--- config.mk ---
export PLATFORM = sky130hd
export DESIGN_NAME = pokey_audio_mixer
export DESIGN_NICKNAME = d
export VERILOG_FILES = /design/src/rtl/pokey_mix_pkg.sv /design/src/rtl/pokey_sync_vec.sv /design/src/rtl/pokey_audio_mixer.sv
export SDC_FILE = /design/constraint.sdc
export NUM_CORES = 1
export LEC_CHECK = 0
export CORE_UTILIZATION = 35
export DETAILED_ROUTE_END_ITERATION = 10
export PLACE_DENSITY = 0.53
export SLEW_MARGIN = 30
export SYNTH_ARGS = -nofsm -noshare
export SYNTH_HDL_FRONTEND = slang
export SYNTH_SLANG_ARGS = --single-unit
--- constraint.sdc ---
create_clock -name clk179 -period 4 [get_ports clk179]
set_input_delay 1.2 -clock clk179 [delete_from_list [all_inputs] [get_ports clk179]]
set_output_delay 1.2 -clock clk179 [all_outputs]
set_load 0.02 [all_outputs]
--- src/rtl/pokey_mix_pkg.sv ---
// Shared constants for the POKEY audio mixer slice.
package pokey_mix_pkg;

  localparam int LEVEL_W      = 6;
  localparam int MAX_LEVEL    = 60;
  localparam int NUM_CHANNELS = 4;
  localparam int VOL_W        = 4;

  // Channel bits plus volumes, carried through one synchronizer
  localparam int SYNC_W = NUM_CHANNELS * (VOL_W + 1);

endpackage

--- src/rtl/pokey_sync_vec.sv ---
// Parameterised multi-bit flip-flop synchronizer.
// Every bit is resynchronised independently. This is safe for the mixer
// because the volumes are quasi-static and the audio bits are single-bit
// toggles.
module pokey_sync_vec #(
  parameter int WIDTH = 20,
  parameter int DEPTH = 2
) (
  input  logic             clk179,
  input  logic             init_L,
  input  logic [WIDTH-1:0] d,
  output logic [WIDTH-1:0] q
);

  logic [WIDTH-1:0] chain_p [DEPTH];

  // Shift the raw inputs through DEPTH register stages
  always_ff @(posedge clk179) begin
    if (!init_L) begin
      for (int i = 0; i < DEPTH; i++) chain_p[i] <= '0;
    end else begin
      chain_p[0] <= d;
      for (int i = 1; i < DEPTH; i++) chain_p[i] <= chain_p[i-1];
    end
  end

  assign q = chain_p[DEPTH-1];

endmodule

--- src/rtl/pokey_audio_mixer.sv ---
// POKEY four-channel audio mixer with a one-bit DAC output.
//
// The mixer sums the gated channel volumes into a 6-bit level and reloads
// that level once per 2^PWM_BITS-cycle period. The level then drives a PWM
// comparator.
//
// Optional build macro POKEY_MIXER_SIGMA_DELTA_EN replaces the comparator
// with a first-order sigma-delta modulator. Counter, level reload and
// sample_stb timing are identical in both builds.
module pokey_audio_mixer
  import pokey_mix_pkg::*;
#(
  parameter int PWM_BITS    = 6,
  parameter int SYNC_STAGES = 2
) (
  input  logic               clk179,
  input  logic               init_L,
  input  logic               audio1,
  input  logic               audio2,
  input  logic               audio3,
  input  logic               audio4,
  input  logic [VOL_W-1:0]   vol1,
  input  logic [VOL_W-1:0]   vol2,
  input  logic [VOL_W-1:0]   vol3,
  input  logic [VOL_W-1:0]   vol4,
  input  logic               mute,
  output logic [LEVEL_W-1:0] level,
  output logic               sample_stb,
  output logic               pwm_out
);

  // Clamp a widened sum back into the legal level range
  function automatic logic [LEVEL_W-1:0] sat_level(input logic [LEVEL_W:0] s);
    if (s > (LEVEL_W+1)'(MAX_LEVEL)) return LEVEL_W'(MAX_LEVEL);
    return s[LEVEL_W-1:0];
  endfunction

  // Sum of the volumes whose channel bit is currently high
  function automatic logic [LEVEL_W-1:0] mix_level(
    input logic [NUM_CHANNELS-1:0]       aud,
    input logic [NUM_CHANNELS*VOL_W-1:0] vols
  );
    logic [LEVEL_W:0] s;
    s = '0;
    for (int n = 0; n < NUM_CHANNELS; n++) begin
      if (aud[n]) s = s + (LEVEL_W+1)'(vols[n*VOL_W +: VOL_W]);
    end
    return sat_level(s);
  endfunction

  logic [SYNC_W-1:0]             raw_in;
  logic [SYNC_W-1:0]             sync_q;
  logic [NUM_CHANNELS-1:0]       audio_s;
  logic [NUM_CHANNELS*VOL_W-1:0] vol_s;
  logic [LEVEL_W-1:0]            mix_q;
  logic [PWM_BITS-1:0]           cnt;
  logic [PWM_BITS-1:0]           level_ext;
  logic                          period_end;

  assign raw_in = {vol4, vol3, vol2, vol1, audio4, audio3, audio2, audio1};

  // ---- stage p0: input synchronizer ----
  pokey_sync_vec #(
    .WIDTH (SYNC_W),
    .DEPTH (SYNC_STAGES)
  ) u_sync (
    .clk179 (clk179),
    .init_L (init_L),
    .d      (raw_in),
    .q      (sync_q)
  );

  assign audio_s = sync_q[NUM_CHANNELS-1:0];
  assign vol_s   = sync_q[SYNC_W-1:NUM_CHANNELS];

  // ---- stage p1: mix ----
  // Register the gated volume sum every cycle
  always_ff @(posedge clk179) begin
    if (!init_L) mix_q <= '0;
    else         mix_q <= mix_level(audio_s, vol_s);
  end

  // Free-running period counter that wraps at 2^PWM_BITS
  always_ff @(posedge clk179) begin
    if (!init_L) cnt <= '0;
    else         cnt <= cnt + 1'b1;
  end

  assign period_end = &cnt;

  // ---- stage p2: period-boundary level reload ----
  // Mute is sampled only here, so a running period always completes
  always_ff @(posedge clk179) begin
    if (!init_L) begin
      level      <= '0;
      sample_stb <= 1'b0;
    end else begin
      sample_stb <= period_end;
      if (period_end) level <= mute ? '0 : mix_q;
    end
  end

  assign level_ext = PWM_BITS'(level);

  // ---- stage p3: one-bit modulator ----
`ifdef POKEY_MIXER_SIGMA_DELTA_EN
  logic [PWM_BITS:0] acc;

  // First-order sigma-delta: the carry out of the accumulator is the output bit
  always_ff @(posedge clk179) begin
    if (!init_L) begin
      acc     <= '0;
      pwm_out <= 1'b0;
    end else begin
      acc     <= {1'b0, acc[PWM_BITS-1:0]} + {1'b0, level_ext};
      pwm_out <= acc[PWM_BITS];
    end
  end
`else
  // PWM comparator: high for the first `level` counts of each period
  always_ff @(posedge clk179) begin
    if (!init_L) pwm_out <= 1'b0;
    else         pwm_out <= (cnt < level_ext);
  end
`endif

endmodule

==> impl_metrics.tcl <==
set metrics [dict create \
    clock_latency_ns 0.34 \
    grt_antenna_before_repair 0 \
    synth_area_leaders "dfxtp_1, and2_1, ha_1, a21oi_1, inv_1" \
    num-fill-cells 749 \
    ys.flop_type "dfxtp_1" \
    critPathCaptureType "flop" \
    instances_no_fill 405 \
    cts-htree-levels 3 \
    arrival_ns 4.02 \
    path_max_fanout 4 \
    synthCells 267 \
    grt_overflow_total 0 \
    dp_hpwl_um 3415 \
    root_buffer "clkbuf_8" \
    via_per_inst 4.714 \
    setup_viol 0 \
    hp-class "reg -> reg" \
    place_congestion 0.9102 \
    dpl.cell_count 391 \
    final_nets 348 \
    ctsHoldBuffers 0 \
    netlist.area_leader.share 0.4545 \
    dpl-instance-area_sq_mm 0.003054 \
    wire_per_inst_um 11.90 \
    crit_type "reg -> reg" \
    crit_path_start_kind "flop" \
    rows 31 \
    grt_max_degree 44 \
    die_h_um 88.89 \
    cts_sinks 60 \
    grt.total_usage 0.1419 \
    antenna_cells 0 \
    num_vias 1909 \
    fmax_mhz 262.3 \
    r2r_slack_ns 0.19 \
    power_density_mw_per_mm2 360.3 \
    cts_tree "done" \
    clockBufferDepth 2 \
    fin_crit_ns 3.812 \
    synth_top_area_cell "dfxtp_1" \
    io_pins 31 \
    fin_ws_ns 0.1879 \
    netlist_area_sq_mm 0.002643 \
    multi_input_area_sq_mm 0.001401 \
    finalInstanceArea_sq_mm 0.003263 \
    drtIter0Drc 59 \
    clk_pin_slew_worst_paths_ns 0.06 \
    hold_ws_ns 0.4321 \
    slew_headroom 0.6220 \
    numCtsBuffers 9 \
    grt_pass1_wl_um 8355 \
    crit_required_ns 4.21 \
    start_util 0.3624 \
    drc 0 \
    leakage_nw 1.318 \
    area_delta_synth_final_pct 23.48 \
    period_share 0.9530 \
    syn_avg_cell_area_sq_um 9.897 \
    routed_wl_um 4820 \
    setup_tns_ns 0 \
    die_x_um 88.89 \
    async_flop_share 0 \
    synth_cell_types 49 \
    utilization 0.4475 \
    seq_area_sq_mm 0.001201 \
    hold_viol 0 \
    final_antenna_net_count 0 \
    tightest_slew_ns 0.5644 \
    die-area_sq_mm 0.007901 \
    ys_seq_elements 60 \
    ir_worst_vdd_mv 0.1974 \
    yosysWarnings 0 \
    ys_seq_area_frac 0.4545 \
    synth_nets 312 \
    drv_slew 0 \
    pre_cts_slack_ns 0.1336 \
    drv_cap 0 \
    drt_first_pass_iters 4 \
    drive_gt1_frac 0.1046 \
    power_mw 1.176 \
    status "completed" \
    core_sq_mm 0.007292 \
    port-buffer-count 30 \
    synth_edf_count 0 \
    grt_pass1_vias 1907 \
    skew_ns 0.01082 \
]
## where the power goes
part,switching (mW),internal [mW],total [mW]
logic,0.0387,0.0540,0.0927
clock network,0.215,0.234,0.449
registers,0.0125,0.622,0.634
total,0.266,0.909,1.18
## cell usage after synthesis (all sizes together), types with 2 or more instances
master and number:
dfxtp 60, o211ai 3, clkbuf 6, and3 3
and2 43, a22o 6, nor2b 3, xnor2 5
o21a 2, nand3 9, a21oi 16, fa 3
nor3 3, a21o 5, mux2i 4, nor2 7
nand2 11, inv 17, nand4 2, or3 2
ha 19, a21boi 3, xor2 2, or2 3
nand3b 2, a211oi 4, nand2b 3, o21ai 7
## path summary, 6_finish.rpt
check,startpoint,endpoint,cells past startpoint
worst max-delay path,u_sync.chain_p[0][24],mix_q[1],17
worst min-delay path,u_sync.chain_p[0][7],u_sync.chain_p[0][27],1
worst max register to register,u_sync.chain_p[0][24],mix_q[1],17
worst min register to register,u_sync.chain_p[0][7],u_sync.chain_p[0][27],1
## layer usage
layer / wire, um / global-route usage / part of all wire / vias to the layer above
met2: 2249 / 0.2322 / 0.47 / 40
li1: - / - / - / 985
met3: 244 / 0.05540 / 0.051 / 7
met1: 2244 / 0.1673 / 0.47 / 877
met5: 0 / 0 / 0 / -
met4: 82 / 0.05718 / 0.017 / 0
## final cells by class
cell class | instances | area share
clock inverter | 2 | 0.003834
inverter | 17 | 0.01956
tap | 99 | 0.03796
timing repair buffer | 32 | 0.09663
multi-input combinational | 183 | 0.4294
sequential | 60 | 0.3681
clock buffer | 12 | 0.04448
## cells in the final DEF, fill, tap and decap left out, types with 5 or more instances in the layout
| cell type | synthesis | routed |
|---|---|---|
| inv_1 | 17 | 17 |
| a22o_1 | 6 | 6 |
| nand3_1 | 9 | 9 |
| ha_1 | 19 | 18 |
| nand2_1 | 11 | 11 |
| and2_1 | 42 | 42 |
| dfxtp_1 | 60 | 60 |
| a21oi_1 | 15 | 12 |
| clkdlybuf4s50_1 | 0 | 30 |
| o21ai_0 | 6 | 5 |
| clkbuf_8 | 0 | 10 |
| nor2_1 | 7 | 7 |
| a21o_1 | 5 | 5 |
## state kept, by name (all words and copies together), names as in the netlist
signal and flops:
u_sync.chain_p 40, cnt 6, level 6, mix_q 6
pwm_out 1, sample_stb 1
## worst max-delay path, cell delays in order, from the launching register on
cell and delay [ns]:
dfxtp_1 0.30, and2_2 0.18, ha_1 0.19, inv_1 0.07, fa_2 0.43, mux2i_2 0.21
inv_1 0.09, fa_1 0.43, xnor2_1 0.14, a21oi_1 0.19, nand2_1 0.14, ha_4 0.32
nand3_1 0.11, and3b_1 0.21, nor3b_1 0.23, o221ai_1 0.15, mux2i_1 0.21, a21oi_1 0.10
## what timing repair did
action,in CTS,in global routing
setup endpoints to repair,0,6
hold endpoints to repair,0,0
resized for setup,0,12
buffers inserted,0,0
## kinds of logic after synthesis
| family | Yosys count | share of synthesized area |
|---|---|---|
| adders and majority gates | 22 | 0.1127 |
| AOI/OAI and AO/OA | 55 | 0.1482 |
| xor gates and xnor gates | 7 | 0.02320 |
| and+or+nand+nor | 94 | 0.2074 |
| buffers and inverters | 24 | 0.03456 |
| DFF | 60 | 0.4545 |
| muxes | 5 | 0.01941 |
Note: power is estimated with default switching activity, not from simulation.
==> variant 1, RTL diff (config.mk and constraints unchanged) <==
Build with the macro `POKEY_MIXER_SIGMA_DELTA_EN` defined.
--- a/src/rtl/pokey_audio_mixer.sv
+++ b/src/rtl/pokey_audio_mixer.sv
@@ -7,6 +7,8 @@
 // Optional build macro POKEY_MIXER_SIGMA_DELTA_EN replaces the comparator
 // with a first-order sigma-delta modulator. Counter, level reload and
 // sample_stb timing are identical in both builds.
+`define POKEY_MIXER_SIGMA_DELTA_EN
+
 module pokey_audio_mixer
   import pokey_mix_pkg::*;
 #(
Formal check against the unedited RTL: same outputs for any inputs over 10 cycles, from zero or initial values; that may be too few to reach the edited logic, so the function may still have changed.
==> variant 1 against the original RTL <==
Sequential share of layout area decreased by 0.58 points; setup slack improved by 0.0021 ns; fmax about the same; core utilization increased by 0.58 points; count of clock-buffer cells in the layout decreased by 2; first-iteration DRC count decreased by 19%; total power increased by 20%; sequential power increased by 11%; synthesized area increased by 11%; routed wire length increased by 4.3%; global-route usage decreased by 2.0 points; cell area increased by 14%; sequential cell count increased by 7; critical path type unchanged; largest cell class unchanged.
==> variant 1: results (changes against the original RTL) <==
stage,metric,value,unit,change
synthesis,yosysSeqAreaShare,0.4566,,was 0.4545
pwr,power.leakage,1.507,nW,was 1.318 nW
placed_design,dpl-instance-area,0.003363,sq mm,was 0.003054 sq mm
drt,dr_wl_met2,2.417,mm,was 2.249 mm
global_routing,first_global_vias,1856,,was 1907
drt,wl_per_cell,11.43,um,was 11.90 um
global_routing,use_met3,0.04553,,was 0.05540
hold_path,holdPathEnd,level[2],,was u_sync.chain_p[0][27]
cells_and_area,syn2layout_area_growth,26.15,%,was 23.48%
cells_and_area,drive_gt1_frac,0.1617,,was 0.1046
placed_design,routabilityCongestion,0.7707,,was 0.9102
worst_setup_path,path_delay_family,simple AND/OR/NAND/NOR gates,,was adder cells
drt,routed-wl-met3,252,um,was 244 um
pwr,ir_drop,218.5,uV,was 197.4 uV
pwr,p_comb_frac,0.068,,was 0.079
global_routing,grt_use_met1,0.1380,,was 0.1673
run_status,status,"complete, no violations",,unchanged
drt,wl,5.027,mm,was 4.820 mm
sta,hold_ws,0.4335,ns,was 0.4321 ns
sta,fin_crit_sh,0.9525,,was 0.9530
placed_design,dp_hpwl,3.544,mm,was 3.415 mm
sta,fin_worst_skew,0.007095,ns,was 0.01082 ns
drt,drt-met1-wl,2.233,mm,was 2.244 mm
drt,vias_per_cell,4.518,,was 4.714
worst_setup_path,crit_path_max_fanout,3,,was 4
worst_setup_path,rr_endpoint,mix_q[0],,was mix_q[1]
cells_and_area,fin_nets,376,,was 348
synthesis,synth.area.top_cells,"dfxtp_1, and2_1, ha_1",,unchanged
synthesis,synth_mux_area_frac,0.003833,,was 0.01941
synthesis,syn-num-nets,338,,was 312
## variant 1: what timing repair did
action                                  in CTS  in global routing
resized for setup                            1                 19
pin swaps                                    3                 11
endpoints found under the setup margin       2                  6
hold buffers                                 0                  0
setup buffers                                0                  2
## variant 1: worst max path at each step
stage                                from        to
finish              u_sync.chain_p[0][24]  mix_q[0]
CTS                 u_sync.chain_p[0][20]  mix_q[1]
detailed placement  u_sync.chain_p[0][20]  mix_q[1]
global route        u_sync.chain_p[0][20]  mix_q[1]
global placement    u_sync.chain_p[0][20]  mix_q[1]
floorplan           u_sync.chain_p[0][20]  mix_q[0]
## variant 1: final cells by class
cell class / count / area (sq um)
repair buffers: 36 / 345.3
clock inverters: 6 / 88.84
well taps: 105 / 131.4
flip-flops and latches: 67 / 1343
diodes: 1 / 2.502
clock buffers: 10 / 137.6
multi-input cells: 201 / 1605
inverters: 14 / 52.55
fillers: 792 / 4469
==> variant 2, RTL diff (same settings) <==
Made on the original files. Add an input register stage for `vol2`; this delays it by one clock. The other inputs are not delayed to match.
--- a/src/rtl/pokey_audio_mixer.sv
+++ b/src/rtl/pokey_audio_mixer.sv
@@ -29,6 +29,12 @@
   output logic               pwm_out
 );
 
+  logic [VOL_W-1:0] vol2_q;
+
+  always_ff @(posedge clk179) begin
+    vol2_q <= vol2;
+  end
+
   // Clamp a widened sum back into the legal level range
   function automatic logic [LEVEL_W-1:0] sat_level(input logic [LEVEL_W:0] s);
     if (s > (LEVEL_W+1)'(MAX_LEVEL)) return LEVEL_W'(MAX_LEVEL);
@@ -57,7 +63,7 @@
   logic [PWM_BITS-1:0]           level_ext;
   logic                          period_end;
 
-  assign raw_in = {vol4, vol3, vol2, vol1, audio4, audio3, audio2, audio1};
+  assign raw_in = {vol4, vol3, vol2_q, vol1, audio4, audio3, audio2, audio1};
 
   // ---- stage p0: input synchronizer ----
   pokey_sync_vec #(
Function: no difference found for any inputs over 10 cycles, from zero or initial values; that may be too few to reach the edited logic, so the function may still have changed.
==> variant 2 against the original RTL <==
Critical path type unchanged; non-clock buffer count grew 2; worst hold slack lost 0.0019 ns; total power grew 11%; sequential cell count grew 4; routed wire length shrank 0.31%; synthesized cell count grew 1.9%; setup slack gained 0.092 ns; count of clock-buffer cells in the layout shrank 1; combinational power grew 3.6%; sequential share of layout area grew 0.71 points; synthesized area grew 3.0%; core utilization grew 1.6 points; cell area grew 4.6%.
==> variant 2: results (changes against the original RTL) <==
stage,metric,value,unit,change
run_status,status,"complete, no violations",,unchanged
placed_design,pre_cts_ws,-0.05643,ns,was 0.1336 ns
synthesis,yosysSeqAreaShare,0.4706,,was 0.4545
placed_design,placedCellCount,396,,was 391
global_routing,grt_pass1_wl,8.142,mm,was 8.355 mm
cells_and_area,fin_nets,355,,was 348
worst_setup_path,rr_startpoint,u_sync.chain_p[0][20],,was u_sync.chain_p[0][24]
drt,initialDrtViolationCount,39,,was 59
synthesis,yosysUniqueCellTypes,48,,was 49
sta,slew_headroom,0.5973,,was 0.6220
pwr,ir_drop,259.5,uV,was 197.4 uV
worst_setup_path,r2r_slack,0.28,ns,was 0.19 ns
cells_and_area,stdcell_count,410,,was 405
worst_setup_path,cp_slowest_cell,or3_4,,was fa_2
cells_and_area,drive_gt1_frac,0.1286,,was 0.1046
cells_and_area,buf_share,0.09674,,was 0.09663
placed_design,dp_hpwl,3.508,mm,was 3.415 mm
worst_setup_path,path_delay_family,compound AO/OA/AOI/OAI gates,,was adder cells
hold_path,holdPathEnd,u_sync.chain_p[0][23],,was u_sync.chain_p[0][27]
hold_path,min_from,u_sync.chain_p[0][3],,was u_sync.chain_p[0][7]
pwr,p_sw,0.0002718,W,was 0.0002663 W
cells_and_area,multi_input_area_share,0.4199,,was 0.4294
placed_design,routabilityCongestion,0.7907,,was 0.9102
synthesis,ys_seq_elements,64,,was 60
synthesis,syn-num-nets,317,,was 312
cells_and_area,clock_buffers,11,,was 12
worst_setup_path,crit_path_max_fanout,6,,was 4
cells_and_area,buffers,34,,was 32
## variant 2: worst reg2reg max path: cells and delay by family, from the launching register on
kind | cells | cell delay [ns]
DFF | 1 | 0.30
adders and majority gates | 3 | 0.88
and+or+nand+nor | 3 | 0.72
muxes | 1 | 0.19
AOI/OAI and AO/OA | 7 | 1.24
buffers and inverters | 3 | 0.26
## variant 2: what timing repair did
item,CTS,global route
pin swaps,0,7
resized for setup,1,17
endpoints found under the setup margin,2,6
buffers inserted,0,2
## variant 2: logic make-up (layout without fill, tap and decap cells)
logic type                 count (synthesis)  in the layout  synth area share
DFF                                       64             64            0.4706
buffers and inverters                     24             63           0.03355
and+or+nand+nor                           97             97            0.2040
xor gates and xnor gates                   8              8           0.02574
muxes                                      5              5           0.01884
AOI/OAI and AO/OA                         52             52            0.1379
adders and majority gates                 22             22            0.1094
## variant 2: per-layer routing
metal / global-route usage / vias up / wire [um] / part of all wire
li1: - / 1005 / - / -
met1: 0.1360 / 898 / 2125 / 0.44
met2: 0.2252 / 37 / 2411 / 0.50
met3: 0.04315 / 9 / 177 / 0.037
met4: 0.06183 / 0 / 91 / 0.019
met5: 0 / - / 0 / 0
## variant 2: power by group through the flow
stage / sequential, W / clock, W / combinational (W)
floorplan: 0.000687 / 0 / 0.0000550
global route: 0.000680 / 0.000574 / 0.000109
global placement: 0.000690 / 0 / 0.0000892
CTS: 0.000676 / 0.000544 / 0.0000908
finish: 0.000677 / 0.000527 / 0.0000960
detailed placement: 0.000691 / 0 / 0.0000902
## variant 2: worst max-delay path by stage
stage | endpoint | slack [ns]
after floorplan | mix_q[0] | 0.33
after global placement | mix_q[1] | -0.01
after detailed placement | mix_q[1] | -0.06
after CTS | mix_q[1] | 0.006
after global routing | mix_q[1] | 0.006
final | mix_q[0] | 0.28
